==> config.mk <==
export PLATFORM = sky130hd
export DESIGN_NAME = imem_loader
export DESIGN_NICKNAME = d
export VERILOG_FILES = /design/src/rtl/imem_loader.sv
export SDC_FILE = /design/constraint.sdc
export NUM_CORES = 1
export LEC_CHECK = 0
export ABC_AREA = 1
export CORE_MARGIN = 1
export CORE_UTILIZATION = 45
export DETAILED_ROUTE_END_ITERATION = 10
export GPL_TIMING_DRIVEN = 0
export PLACE_DENSITY = 0.67
export SYNTH_ARGS = -nofsm -noshare
export SYNTH_HDL_FRONTEND = slang
export SYNTH_SLANG_ARGS = --single-unit
==> constraint.sdc <==
create_clock -name clk -period 5.1 [get_ports clk]
set_input_delay 0.765 -clock clk [delete_from_list [all_inputs] [get_ports clk]]
set_output_delay 0.765 -clock clk [all_outputs]
set_load 0.03 [all_outputs]
==> src/rtl/imem_loader.sv <==
// imem_loader: boot-time program loader. Parses a framed byte stream
// (16-bit big-endian word count, 4*N data bytes MSB first, XOR checksum),
// writes each assembled word into instruction memory and holds the CPU
// in reset until a checksum-verified load has completed.
module imem_loader #(
    parameter int ADDR_WIDTH = 8
) (
    input  logic                  clk,
    input  logic                  reset,
    input  logic                  start,
    input  logic                  in_valid,
    input  logic [7:0]            in_data,
    output logic                  in_ready,
    output logic                  imem_we,
    output logic [ADDR_WIDTH-1:0] imem_waddr,
    output logic [31:0]           imem_wdata,
    output logic                  cpu_hold,
    output logic                  done,
    output logic                  error
);

    typedef enum logic [2:0] {
        S_IDLE,
        S_LEN_HI,
        S_LEN_LO,
        S_DATA,
        S_CSUM,
        S_DONE,
        S_ERROR
    } state_t;

    // Largest legal word count; 17 bits so that ADDR_WIDTH=16 still fits.
    localparam logic [16:0] MAX_WORDS = 17'd1 << ADDR_WIDTH;

    state_t                state;
    state_t                state_nxt;

    logic [7:0]            len_hi;
    logic [ADDR_WIDTH-1:0] last_idx;
    logic [ADDR_WIDTH-1:0] word_idx;
    logic [1:0]            byte_cnt;
    logic [23:0]           asm_q;
    logic [7:0]            csum_acc;

    logic                  xfer;
    logic [15:0]           len_n;
    logic                  len_bad;
    logic                  word_last;

    logic                  load_clr;
    logic                  len_hi_en;
    logic                  len_lo_en;
    logic                  data_en;
    logic                  word_wr;

    // Status outputs are pure functions of the state, so in_ready never
    // depends combinationally on in_valid.
    assign in_ready  = (state == S_LEN_HI) || (state == S_LEN_LO) ||
                       (state == S_DATA)   || (state == S_CSUM);
    assign cpu_hold  = (state != S_DONE);
    assign done      = (state == S_DONE);
    assign error     = (state == S_ERROR);

    assign xfer      = in_valid && in_ready;
    assign len_n     = {len_hi, in_data};
    assign len_bad   = (len_n == 16'd0) || ({1'b0, len_n} > MAX_WORDS);
    assign word_last = (word_idx == last_idx);

    // Next-state logic and per-cycle datapath enables.
    always_comb begin
        state_nxt = state;
        load_clr  = 1'b0;
        len_hi_en = 1'b0;
        len_lo_en = 1'b0;
        data_en   = 1'b0;
        word_wr   = 1'b0;
        case (state)
            S_IDLE, S_DONE, S_ERROR: begin
                if (start) begin
                    load_clr  = 1'b1;
                    state_nxt = S_LEN_HI;
                end
            end
            S_LEN_HI: begin
                if (xfer) begin
                    len_hi_en = 1'b1;
                    state_nxt = S_LEN_LO;
                end
            end
            S_LEN_LO: begin
                if (xfer) begin
                    len_lo_en = 1'b1;
                    state_nxt = len_bad ? S_ERROR : S_DATA;
                end
            end
            S_DATA: begin
                if (xfer) begin
                    data_en = 1'b1;
                    if (byte_cnt == 2'd3) begin
                        word_wr = 1'b1;
                        if (word_last) begin
                            state_nxt = S_CSUM;
                        end
                    end
                end
            end
            S_CSUM: begin
                if (xfer) begin
                    state_nxt = (in_data == csum_acc) ? S_DONE : S_ERROR;
                end
            end
            default: state_nxt = S_IDLE;
        endcase
    end

    // State register; reset drops back to IDLE immediately.
    always_ff @(posedge clk or negedge reset) begin
        if (!reset) begin
            state <= S_IDLE;
        end else begin
            state <= state_nxt;
        end
    end

    // Write port, word/byte counters and checksum accumulator.
    always_ff @(posedge clk or negedge reset) begin
        if (!reset) begin
            imem_we    <= 1'b0;
            imem_waddr <= '0;
            imem_wdata <= '0;
            word_idx   <= '0;
            last_idx   <= '0;
            byte_cnt   <= 2'd0;
            csum_acc   <= 8'd0;
        end else begin
            imem_we <= word_wr;
            if (word_wr) begin
                imem_waddr <= word_idx;
                imem_wdata <= {asm_q, in_data};
            end
            if (load_clr) begin
                word_idx <= '0;
                byte_cnt <= 2'd0;
                csum_acc <= 8'd0;
            end
            if (len_lo_en) begin
                // Stored as N-1; N is bounded by 2^ADDR_WIDTH so it always fits.
                last_idx <= ADDR_WIDTH'(len_n - 16'd1);
            end
            if (data_en) begin
                byte_cnt <= byte_cnt + 2'd1;
                csum_acc <= csum_acc ^ in_data;
                if (word_wr && !word_last) begin
                    word_idx <= word_idx + ADDR_WIDTH'(1);
                end
            end
        end
    end

    // Length high byte and the first three bytes of the word in assembly.
    always_ff @(posedge clk) begin
        if (len_hi_en) begin
            len_hi <= in_data;
        end
        if (data_en) begin
            asm_q <= {asm_q[15:0], in_data};
        end
    end

endmodule

==> impl_metrics.yaml, run 1 <==
cells_and_area:
  diodes: 0
  regArea_sq_um: 2713
  fin_area_sq_um: 5197
  nNetsFinal: 523
  multi_input_area_sq_um: 1360
  nFillCells: 835
  drive_gt1_share_pct: 6.641
  synthToLayoutAreaGrowth_pct: 20.93
synth:
  ys_types: 25
  synth_area_leaders: "dfrtp_1 41%, edfxtp_1 22%, nand2_1 14%"
  ys_seq_area_share_pct: 63.11
  syn-cell-area_sq_um: 4298
  syn-mean-instance-area_sq_um: 9.768
  yosys_warnings: 0
  synth_common_cells: "158 x nand2_1, 70 x dfrtp_1, 37 x inv_1, 36 x nand3_1"
  ys_seq_elements: 102
  yosysTopAreaCell: "dfrtp_1"
  synth-main-ff-cell: "dfrtp_1"
  yosysMostFrequentCell: "nand2_1"
  syn-instance-count: 440
  synth_edf_count: 32
  syn_nets: 456
  async_reset_ff_share_pct: 68.63
  yosys.area.top_type_share_pct: 40.76
cts:
  cts-htree-levels: 3
  cts_tree: "done"
  root_buffer: "clkbuf_8"
  clkSinkCount: 102
  clkSlewWorstSetupHoldPaths_ns: 0.10
  cts.path.max_buffers: 2
  hold_buffers: 0
  post_cts.repair.setup_buffers: 0
  worstSkewPairLatency_ns: 0.36
  cts_buffers: 9
  ctsResizeCount: 0
detailed_routing:
  vias: 3119
  wl_per_cell_um: 13.74
  first_pass_iters: 6
  vias_per_cell: 4.866
  drt_iter0_drc: 143
  drcViolationCount: 0
  drt-total-wl_mm: 8.806
  final_antenna_net_count: 0
critical_path:
  cp_max_fo: 6
  cp_top_family: "buffers and inverters"
  r2r-end: "asm_q[17]"
  max_stage_delay_ns: 0.68
  critPathCaptureType: "primary output"
  slowest_stage: "clkdlybuf4s50_1"
  critPathLaunchType: "register"
  crit_required_ns: 4.34
  r2r_cells: 4
  path_cells: "inv_2 -> nand3_1 -> nand2_1 -> clkdlybuf4s50_1"
  critical_path_arrival_ns: 1.92
  worstSetupPathType: "reg -> out"
  cp_num_buf_inv: 2
  ff2ff_setup_slack_ns: 2.78
  r2r-start: "state[2]"
sta:
  setup_viol: 0
  min_period_ns: 2.683
  tightestPinTransition_ns: 0.9998
  max_freq_mhz: 372.7
  post-route-period-util_pct: 52.61
  skew_ns: 0.01110
  drv_slew: 0
  tns_ns: 0
  hold_viol_final: 0
  slew_headroom_pct: 33.27
  rsz0062_at_grt: "false"
hold_path:
  hp-class: "reg -> reg"
  min_path_cells: 0
  hp-start: "asm_q[6]"
  whs_endpoint: "asm_q[14]"
global_route:
  grt_pass1_wl_mm: 14.80
  grt_max_degree: 71
  grt_usage_pct: 19.25
  grt_pass1_vias: 2990
  grt-ovfl-total: 0
  antenna_found_initial: 0
status:
  status: "completed"
floorplan:
  core_sq_um: 9240
  dieArea_sq_um: 9946
  die_h_um: 99.73
  initial_core_util_pct: 46.51
  ios: 57
  die_w_um: 99.73
  rows: 35
placed_design:
  gp_congestion: 0.8284
  placed_cell_area_sq_um: 5017
  dp_hpwl_mm: 6.353
  port_buffers: 56
job:
  drv_cap: 0
power_and_ir_drop:
  p_per_area_nw_per_um2: 385.2
  vdd_drop_max_uv: 253.4
  leakagePower_nw: 2.343
[power by group]
group	internal [W]	switching, W	leakage (nW)
Sequential	0.000968	0.0000815	1.25
Combinational	0.000177	0.000308	1.01
Clock	0.000185	0.000282	0.0854
[per-stage QoR]
step | setup slack, ns | std cells | power [W] | hold slack, ns | utilization (%)
finish | 2.417 | 641 | 0.002002 | 0.4524 | 56.25
global route | 2.323 | 641 | 0.002130 | 0.4525 | 56.25
CTS | 2.406 | 641 | 0.002019 | 0.4526 | 56.25
detailed placement | 2.297 | 625 | 0.001553 | 0.4318 | 54.30
global placement | 0.7814 | 625 | 0.001528 | 0.4283 | 54.33
floorplan | 3.165 | 440 | 0.001387 | 0.4256 | -
[cell families (layout without fill, tap and decap cells)]
| family | after synthesis | count (layout) | synth area share [%] |
|---|---|---|---|
| AO/OA/AOI/OAI | 40 | 40 | 4.891 |
| XOR/XNOR | 20 | 20 | 4.076 |
| adder cells (fa/ha/maj) | 4 | 4 | 1.165 |
| buffers and inverters | 53 | 125 | 5.240 |
| flip-flops | 102 | 102 | 63.11 |
| AND/OR/NAND/NOR | 221 | 221 | 21.51 |
[layer usage]
layer  share of wire [%]  track usage, %  routed length (um)  vias to the layer above
li1                    -               -                   -                     1539
met1                  45           26.85                3993                     1501
met2                  49           30.98                4331                       75
met3                 4.8           3.303                 427                        4
met4                0.61           5.769                  54                        0
met5                   0               0                   0                        -
[worst register-to-register path, stage by stage, from the launching register on]
cell and delay (ns):
dfrtp_1 0.49, nor3_4 0.30, nand2_2 0.13, clkbuf_1 0.24
inv_1 0.79
[worst max path at each step]
| stage | startpoint | endpoint | slack (ns) | cells past startpoint |
|---|---|---|---|---|
| 2_1_floorplan | in_valid | asm_q[0] | 3.16 | 3 |
| 3_3_place_gp | reset | word_idx[1] | 0.78 | 1 |
| 3_5_place_dp | in_valid | asm_q[21] | 2.30 | 4 |
| 4_1_cts | state[0] | in_ready | 2.41 | 4 |
| 5_1_grt | state[0] | in_ready | 2.32 | 4 |
| 6_report | state[0] | in_ready | 2.42 | 4 |
[registers in the layout, indices dropped and copies added, names as in the netlist]
register and flops:
word_idx 8, imem_waddr 8, byte_cnt 2, imem_wdata 32, csum_acc 8, last_idx 8, state 3, imem_we 1
len_hi 8, asm_q 24
[cell type report]
type                            count  share of cell area (%)
Buffer                             13                   1.444
Timing Repair Buffer               56                   10.74
Clock buffer                       10                   2.455
Inverter                           40                   2.889
Tap cell                          129                   3.105
Clock inverter                      6                   1.011
Multi-Input combinational cell    285                   26.17
Sequential cell                   102                   52.19
[placed cells by master (no fill, tap or decap)]
cell type | synthesis | layout
o21ai_0 | 32 | 32
nor2_1 | 15 | 15
nor2_4 | 2 | 2
clkinv_4 | 0 | 1
clkinvlp_4 | 0 | 2
nand3_1 | 36 | 36
dfrtp_1 | 70 | 70
inv_8 | 0 | 1
o21ai_2 | 2 | 2
nand2_4 | 1 | 1
inv_6 | 0 | 2
edfxtp_1 | 32 | 32
buf_2 | 3 | 3
nor3_4 | 1 | 1
clkbuf_1 | 6 | 7
nand2_2 | 2 | 2
nand2_1 | 158 | 158
inv_2 | 3 | 3
xnor2_1 | 12 | 12
ha_1 | 4 | 4
clkdlybuf4s50_1 | 0 | 55
buf_6 | 2 | 2
nand4_1 | 2 | 2
a21oi_1 | 1 | 1
a31oi_1 | 2 | 2
xor2_1 | 8 | 8
clkbuf_8 | 0 | 9
buf_4 | 2 | 3
nor3_1 | 4 | 4
o21ai_1 | 3 | 3
inv_1 | 37 | 37
Note: power is estimated with default switching activity, not from simulation.
==> inputs of run 2 (changes only) <==
Clock period 5.1 ns to 2.7 ns, I/O delays scaled along.
==> results of run 2 <==
Same layout as run 1 (identical final DEF). Status: completed.
Among the figures that moved: setup slack after placement 2.297 ns -> 0.2568 ns; setup slack after layout 2.417 ns -> 0.3770 ns; hold slack 0.4524 ns -> 0.1485 ns; register-to-register setup slack 2.78 ns -> 0.38 ns; total power 0.002002 W -> 0.003781 W; worst IR drop on VDD 253.4 uV -> 478.7 uV
